$ cat src/rtl/ps2_rx_if.sv
// PS/2 receiver pin and byte-output bundle.
// The receiver uses the slave view; the driving environment uses the master view.
interface ps2_rx_if;
    logic       ps2_clk;
    logic       ps2_data;
    logic       rx_en;
    logic [7:0] byte_data;
    logic       byte_valid;
    logic       parity_err;
    logic       frame_err;
    logic       busy;

    modport slave (
        input  ps2_clk, ps2_data, rx_en,
        output byte_data, byte_valid, parity_err, frame_err, busy
    );

    modport master (
        output ps2_clk, ps2_data, rx_en,
        input  byte_data, byte_valid, parity_err, frame_err, busy
    );
endinterface

$ cat src/rtl/ps2_rx.sv
// PS/2 device-to-host receiver: synchronizes and glitch-filters the pins, then
// deserializes 11-bit frames into bytes with parity, stop-bit and timeout checks.
module ps2_rx #(
    parameter int FILTER_LEN  = 8,
    parameter int TIMEOUT_CYC = 200000
) (
    input  logic     CLK100_IN,
    input  logic     rst_n,
    ps2_rx_if.slave  bus
);
    localparam logic [7:0]  FILT_MAX = 8'(FILTER_LEN - 1);
    localparam logic [17:0] TO_MAX   = 18'(TIMEOUT_CYC);

    typedef enum logic [1:0] {IDLE, DATA, PARITY, STOP} state_t;

    logic [1:0]  clk_sync_q, dat_sync_q;
    logic        clk_f_q, fall_q;
    logic [7:0]  flt_cnt_q;
    logic [17:0] to_cnt_q;
    logic        dat_s;

    state_t      state_q, state_d;
    logic [2:0]  bit_cnt_q, bit_cnt_d;
    logic [7:0]  shift_q, shift_d;
    logic [7:0]  byte_q, byte_d;
    logic        par_q, par_d;
    logic        valid_q, valid_d;
    logic        perr_q, perr_d;
    logic        ferr_q, ferr_d;

    assign dat_s = dat_sync_q[1];

    // Clock filter: clk_f follows the synchronized pin only after it has held
    // the new level for FILTER_LEN consecutive cycles; fall_q marks 1->0.
    always_ff @(posedge CLK100_IN or negedge rst_n) begin
        if (!rst_n) begin
            clk_sync_q <= 2'b11;
            dat_sync_q <= 2'b11;
            clk_f_q    <= 1'b1;
            fall_q     <= 1'b0;
            flt_cnt_q  <= '0;
        end else begin
            clk_sync_q <= {clk_sync_q[0], bus.ps2_clk};
            dat_sync_q <= {dat_sync_q[0], bus.ps2_data};
            fall_q     <= 1'b0;
            if (clk_sync_q[1] != clk_f_q) begin
                if (flt_cnt_q == FILT_MAX) begin
                    clk_f_q   <= clk_sync_q[1];
                    fall_q    <= clk_f_q;
                    flt_cnt_q <= '0;
                end else begin
                    flt_cnt_q <= flt_cnt_q + 8'd1;
                end
            end else begin
                flt_cnt_q <= '0;
            end
        end
    end

    always_ff @(posedge CLK100_IN or negedge rst_n) begin
        if (!rst_n) begin
            to_cnt_q  <= '0;
            state_q   <= IDLE;
            bit_cnt_q <= '0;
            shift_q   <= '0;
            byte_q    <= '0;
            par_q     <= 1'b0;
            valid_q   <= 1'b0;
            perr_q    <= 1'b0;
            ferr_q    <= 1'b0;
        end else begin
            if (state_q == IDLE || fall_q)
                to_cnt_q <= '0;
            else if (to_cnt_q != TO_MAX)
                to_cnt_q <= to_cnt_q + 18'd1;
            state_q   <= state_d;
            bit_cnt_q <= bit_cnt_d;
            shift_q   <= shift_d;
            byte_q    <= byte_d;
            par_q     <= par_d;
            valid_q   <= valid_d;
            perr_q    <= perr_d;
            ferr_q    <= ferr_d;
        end
    end

    always_comb begin
        state_d   = state_q;
        bit_cnt_d = bit_cnt_q;
        shift_d   = shift_q;
        byte_d    = byte_q;
        par_d     = par_q;
        valid_d   = 1'b0;
        perr_d    = 1'b0;
        ferr_d    = 1'b0;

        if (state_q == IDLE) begin
            if (fall_q && bus.rx_en && !dat_s) begin
                state_d   = DATA;
                bit_cnt_d = '0;
                shift_d   = '0;
            end
        end else if (!bus.rx_en) begin
            state_d = IDLE;
        end else if (to_cnt_q == TO_MAX) begin
            ferr_d  = 1'b1;
            state_d = IDLE;
        end else if (fall_q) begin
            case (state_q)
                DATA: begin
                    shift_d   = {dat_s, shift_q[7:1]};
                    bit_cnt_d = bit_cnt_q + 3'd1;
                    if (bit_cnt_q == 3'd7)
                        state_d = PARITY;
                end
                PARITY: begin
                    par_d   = dat_s;
                    state_d = STOP;
                end
                default: begin
                    // A bad stop bit outranks a parity error.
                    if (!dat_s) begin
                        ferr_d = 1'b1;
                    end else if (^{shift_q, par_q}) begin
                        valid_d = 1'b1;
                        byte_d  = shift_q;
                    end else begin
                        perr_d = 1'b1;
                    end
                    state_d = IDLE;
                end
            endcase
        end
    end

    assign bus.byte_data  = byte_q;
    assign bus.byte_valid = valid_q;
    assign bus.parity_err = perr_q;
    assign bus.frame_err  = ferr_q;
    assign bus.busy       = (state_q != IDLE);
endmodule
$ cat src/flat_wrapper.sv
// flat-port wrapper written by rule: the top's interface ports become plain ports
module ps2_rx_flat 
#(
    parameter int FILTER_LEN  = 8,
    parameter int TIMEOUT_CYC = 200000
)
  (CLK100_IN, rst_n, bus_ps2_clk, bus_ps2_data, bus_rx_en, bus_byte_data, bus_byte_valid, bus_parity_err, bus_frame_err, bus_busy);
  ps2_rx_if bus_i ();
  input  logic CLK100_IN;
  input  logic rst_n;
  input wire logic [$bits(bus_i.ps2_clk)-1:0] bus_ps2_clk;
  input wire logic [$bits(bus_i.ps2_data)-1:0] bus_ps2_data;
  input wire logic [$bits(bus_i.rx_en)-1:0] bus_rx_en;
  output wire logic [$bits(bus_i.byte_data)-1:0] bus_byte_data;
  output wire logic [$bits(bus_i.byte_valid)-1:0] bus_byte_valid;
  output wire logic [$bits(bus_i.parity_err)-1:0] bus_parity_err;
  output wire logic [$bits(bus_i.frame_err)-1:0] bus_frame_err;
  output wire logic [$bits(bus_i.busy)-1:0] bus_busy;
  assign bus_i.ps2_clk = bus_ps2_clk;
  assign bus_i.ps2_data = bus_ps2_data;
  assign bus_i.rx_en = bus_rx_en;
  assign bus_byte_data = bus_i.byte_data;
  assign bus_byte_valid = bus_i.byte_valid;
  assign bus_parity_err = bus_i.parity_err;
  assign bus_frame_err = bus_i.frame_err;
  assign bus_busy = bus_i.busy;
  ps2_rx #(.FILTER_LEN(FILTER_LEN), .TIMEOUT_CYC(TIMEOUT_CYC)) u_core (.CLK100_IN(CLK100_IN), .rst_n(rst_n), .bus(bus_i));
endmodule
$ cat config.mk
export PLATFORM = sky130hd
export DESIGN_NAME = ps2_rx_flat
export DESIGN_NICKNAME = d
export VERILOG_FILES = /design/src/rtl/ps2_rx_if.sv /design/src/rtl/ps2_rx.sv /design/src/flat_wrapper.sv
export SDC_FILE = /design/constraint.sdc
export NUM_CORES = 1
export LEC_CHECK = 0
export BUFFER_PORTS_ARGS = -buffer_cell sky130_fd_sc_hd__buf_2
export CORE_ASPECT_RATIO = 0.5
export CORE_MARGIN = 2
export CORE_UTILIZATION = 40
export CTS_CLUSTER_SIZE = 24
export DETAILED_ROUTE_END_ITERATION = 6
export SETUP_SLACK_MARGIN = 0.3
export SLEW_MARGIN = 0
export SYNTH_ARGS = -nofsm -noshare
export SYNTH_HDL_FRONTEND = slang
export SYNTH_SLANG_ARGS = --single-unit
export TNS_END_PERCENT = 50
$ cat constraint.sdc
create_clock -name CLK100_IN -period 2.7 [get_ports CLK100_IN]
set_clock_uncertainty 0.15 [all_clocks]
set_input_delay 0.135 -clock CLK100_IN [delete_from_list [all_inputs] [get_ports CLK100_IN]]
set_output_delay 0.135 -clock CLK100_IN [all_outputs]
set_load 0.01 [all_outputs]
==> impl_metrics.env <==
export IMPL_status="finished, final reports clean"
export IMPL_synth_area_top_cells="dfrtp_1, dfstp_2, mux2_2"
export IMPL_required_ps=2750
export IMPL_antenna_found_initial=0
export IMPL_cap_violations=0
export IMPL_cts_buffers=9
export IMPL_final_util=0.4929
export IMPL_worst_slew_pin_slew_ps=691.9
export IMPL_route_detailed_drc=0
export IMPL_hp_start="bus_rx_en"
export IMPL_rows=21
export IMPL_pin_count=17
export IMPL_routed_wl_met2_mm=2.275
export IMPL_ys_ff_latch=57
export IMPL_initial_core_util=0.4121
export IMPL_place_gp_congestion=0.8097
export IMPL_startpoint="u_core.shift_q[3]$_DFFE_PN0P_"
export IMPL_synth_common_cells="dfrtp_1, nor2_1, nand4_1"
export IMPL_drive_gt1_frac=0.2401
export IMPL_postLayoutSetupSlackWorst_ps=416.8
export IMPL_ir_worst_vdd_mv=0.3478
export IMPL_worstPathArrival_ps=2330
export IMPL_core_um2=6674
export IMPL_rsz0062_at_grt="no"
export IMPL_path_max_fanout=8
export IMPL_ys_warn_count=0
export IMPL_p_sw_w=0.0006563
export IMPL_cp_end_kind="flop"
export IMPL_diodes=0
export IMPL_met1_length_mm=2.536
export IMPL_drt_total_wl_mm=5.073
export IMPL_grt_use_total=0.1513
export IMPL_p_int_w=0.001800
export IMPL_postSynthCellCount=246
export IMPL_async_reset_ff_frac=1.000
export IMPL_hold_class="in2reg"
export IMPL_startpoint_type="flop"
export IMPL_insertion_delay_ps=320
export IMPL_grt_pass1_wl_mm=8.818
export IMPL_reg2reg_depth=6
export IMPL_seqPwrFrac=0.396
export IMPL_first_pass_iters=4
export IMPL_fin_setup_tns_ps=0
export IMPL_yosysMostFrequentCell="dfrtp_1"
export IMPL_nFillCells=589
export IMPL_ant_nets=0
export IMPL_dieArea_um2=7595
export IMPL_crit_end="u_core.bus.byte_data[7]$_DFFE_PN0P_"
export IMPL_dp_hpwl_mm=3.370
export IMPL_p_leak_nw=1.570
export IMPL_power_density_nw_per_um2=746.6
export IMPL_io_buffers=16
export IMPL_max_freq_mhz=438.0
export IMPL_final_max_slew_viol_count=0
export IMPL_drt_iter0_markers=152
export IMPL_r2r_start="u_core.shift_q[3]$_DFFE_PN0P_"
export IMPL_clk_pin_slew_ps=50
export IMPL_seqCellArea_um2=1433
export IMPL_synth_area_um2=2750
export IMPL_syn_area_per_cell_um2=11.18
export IMPL_synth_distinct_cells=44
export IMPL_rr_endpoint="u_core.bus.byte_data[7]$_DFFE_PN0P_"
export IMPL_grt_max_degree=58
export IMPL_wire_per_inst_um=13.67
export IMPL_cts_root_buf="clkbuf_16"
export IMPL_combinationalPowerShare=0.158
export IMPL_r2r_slack_ps=420
export IMPL_h_tree_depth=3
export IMPL_synth_edf_count=0
export IMPL_cts_sinks=57
export IMPL_clk_path_buf_depth=2
export IMPL_die_width_um=121.3
export IMPL_setup_violations=0
export IMPL_dieHeight_um=62.63
export IMPL_synth_top_cell_by_area="dfrtp_1"
export IMPL_worstSetupPathType="reg2reg"
export IMPL_finalCriticalPeriod_ps=2283
export IMPL_period_share=0.8456
export IMPL_grt_overflow=0
export IMPL_cts_tree="yes"
export IMPL_vias=1880
export IMPL_hold_violations=0
export IMPL_synth_top_cell_area_share=0.4732
export IMPL_clkPwrFrac=0.446
export IMPL_met3_length_um=201
export IMPL_multiInputGateArea_um2=1244
export IMPL_area_delta_synth_final_pct=19.61
export IMPL_swShare=0.2672
export IMPL_synth_nets=260
export IMPL_seq_area_frac_synth=0.5209
export IMPL_post_place_ws_ps=272.7
export IMPL_fin_nets=288
export IMPL_top_layer="met4"
export IMPL_avgViaCountPerCell=5.067
export IMPL_slew_limit_headroom=0.5387
export IMPL_synth_ff_type="dfrtp_1"
export IMPL_first_global_vias=1844
sequential cells by signal, summed over array words and instances, names as in the netlist:
register and flops:
u_core.to_cnt_q 18, u_core.clk_sync_q 2, u_core.dat_sync_q 2, u_core.bus.byte_valid 1
u_core.shift_q 8, u_core.clk_f_q 1, u_core.bus.parity_err 1, u_core.flt_cnt_q 8
u_core.bus.byte_data 8, u_core.par_q 1, u_core.bit_cnt_q 3, u_core.bus.frame_err 1
u_core.fall_q 1, u_core.state_q 2
stage by stage:
stage | std cells | hold slack [ps] | area (um^2) | power [W]
after floorplan | 246 | -310.6 | 2750 | 0.001255
after global placement | 350 | 90.95 | 2937 | 0.001355
after detailed placement | 350 | 93.97 | 2937 | 0.001363
after CTS | 369 | 104.0 | 3257 | 0.002484
after global routing | 371 | 134.2 | 3289 | 0.002602
final | 371 | 120.4 | 3289 | 0.002456
logic make-up after synthesis:
group	synth area share
AND/OR/NAND/NOR	0.1943
flip-flops	0.5209
AO/OA/AOI/OAI	0.07552
XOR/XNOR	0.08781
buffers and inverters	0.03185
multiplexers	0.04868
adder cells (fa/ha/maj)	0.04095
metal layers:
metal | global-route usage | vias to the layer above
li1 | - | 918
met1 | 0.1958 | 924
met2 | 0.2296 | 33
met3 | 0.06569 | 5
met4 | 0.04741 | 0
met5 | 0 | -
worst min-delay path by stage:
stage	end	slack, ps	cells past startpoint
2_1_floorplan	u_core.bit_cnt_q[0]$_DFFE_PN0P_	-310	0
3_3_place_gp	u_core.dat_sync_q[0]$_DFF_PN1_	90	1
3_5_place_dp	u_core.clk_sync_q[0]$_DFF_PN1_	90	1
4_1_cts	u_core.state_q[0]$_DFFE_PN0P_	100	3
5_1_grt	u_core.state_q[0]$_DFFE_PN0P_	130	3
6_report	u_core.state_q[0]$_DFFE_PN0P_	120	3
timing repair:
action	4_1_cts	5_1_grt
pin swaps	1	2
buffers inserted	0	2
hold buffers	3	0
endpoints found under the setup margin	8	8
gates resized for setup	0	3
endpoints found under the hold margin	54	0
worst max-delay path: stages (launching register included):
cell and delay (ps):
dfrtp_1 420, xor2_1 170, xnor3_1 440, xnor2_2 190
nor4b_4 270, buf_6 170, mux2_2 330
placed cells by master, fill, tap and decap left out, drive strengths merged, types with 2 or more instances in the layout:
cell | synthesis | routed
dfstp | 5 | 5
nand4 | 14 | 14
clkinv | 0 | 2
nand3b | 3 | 3
nor4b | 4 | 4
nor4 | 3 | 3
nor3 | 6 | 6
dfrtp | 52 | 52
and3 | 5 | 5
nand2 | 12 | 12
ha | 9 | 9
nand2b | 3 | 3
dlygate4sd3 | 0 | 3
clkbuf | 4 | 13
inv | 11 | 11
nand3 | 7 | 7
nor2 | 27 | 27
a21bo | 9 | 9
mux2 | 11 | 11
and2 | 2 | 2
a21oi | 4 | 4
and4 | 2 | 2
a31oi | 2 | 2
xnor2 | 12 | 12
xor2 | 13 | 13
a32o | 2 | 2
buf | 5 | 23
o21ai | 4 | 4
or3 | 4 | 4
power groups by stage:
| stage | Sequential (W) | Clock [W] | Combinational, W |
|---|---|---|---|
| 2_1_floorplan | 0.000971 | 0 | 0.000285 |
| 3_3_place_gp | 0.000979 | 0 | 0.000376 |
| 3_5_place_dp | 0.000986 | 0 | 0.000378 |
| 4_1_cts | 0.000972 | 0.00113 | 0.000386 |
| 5_1_grt | 0.000983 | 0.00118 | 0.000443 |
| 6_report | 0.000973 | 0.00110 | 0.000387 |
area by class of cell:
| cell class | count | share of cell area |
|---|---|---|
| well taps | 92 | 0.03499 |
| repair buffers | 26 | 0.05059 |
| multi-input cells | 169 | 0.3781 |
| inverters | 11 | 0.01255 |
| flip-flops and latches | 57 | 0.4355 |
| clock inverters | 3 | 0.01217 |
| clock buffers | 13 | 0.07607 |
No activity file was read; power rests on OpenSTA's default activity.
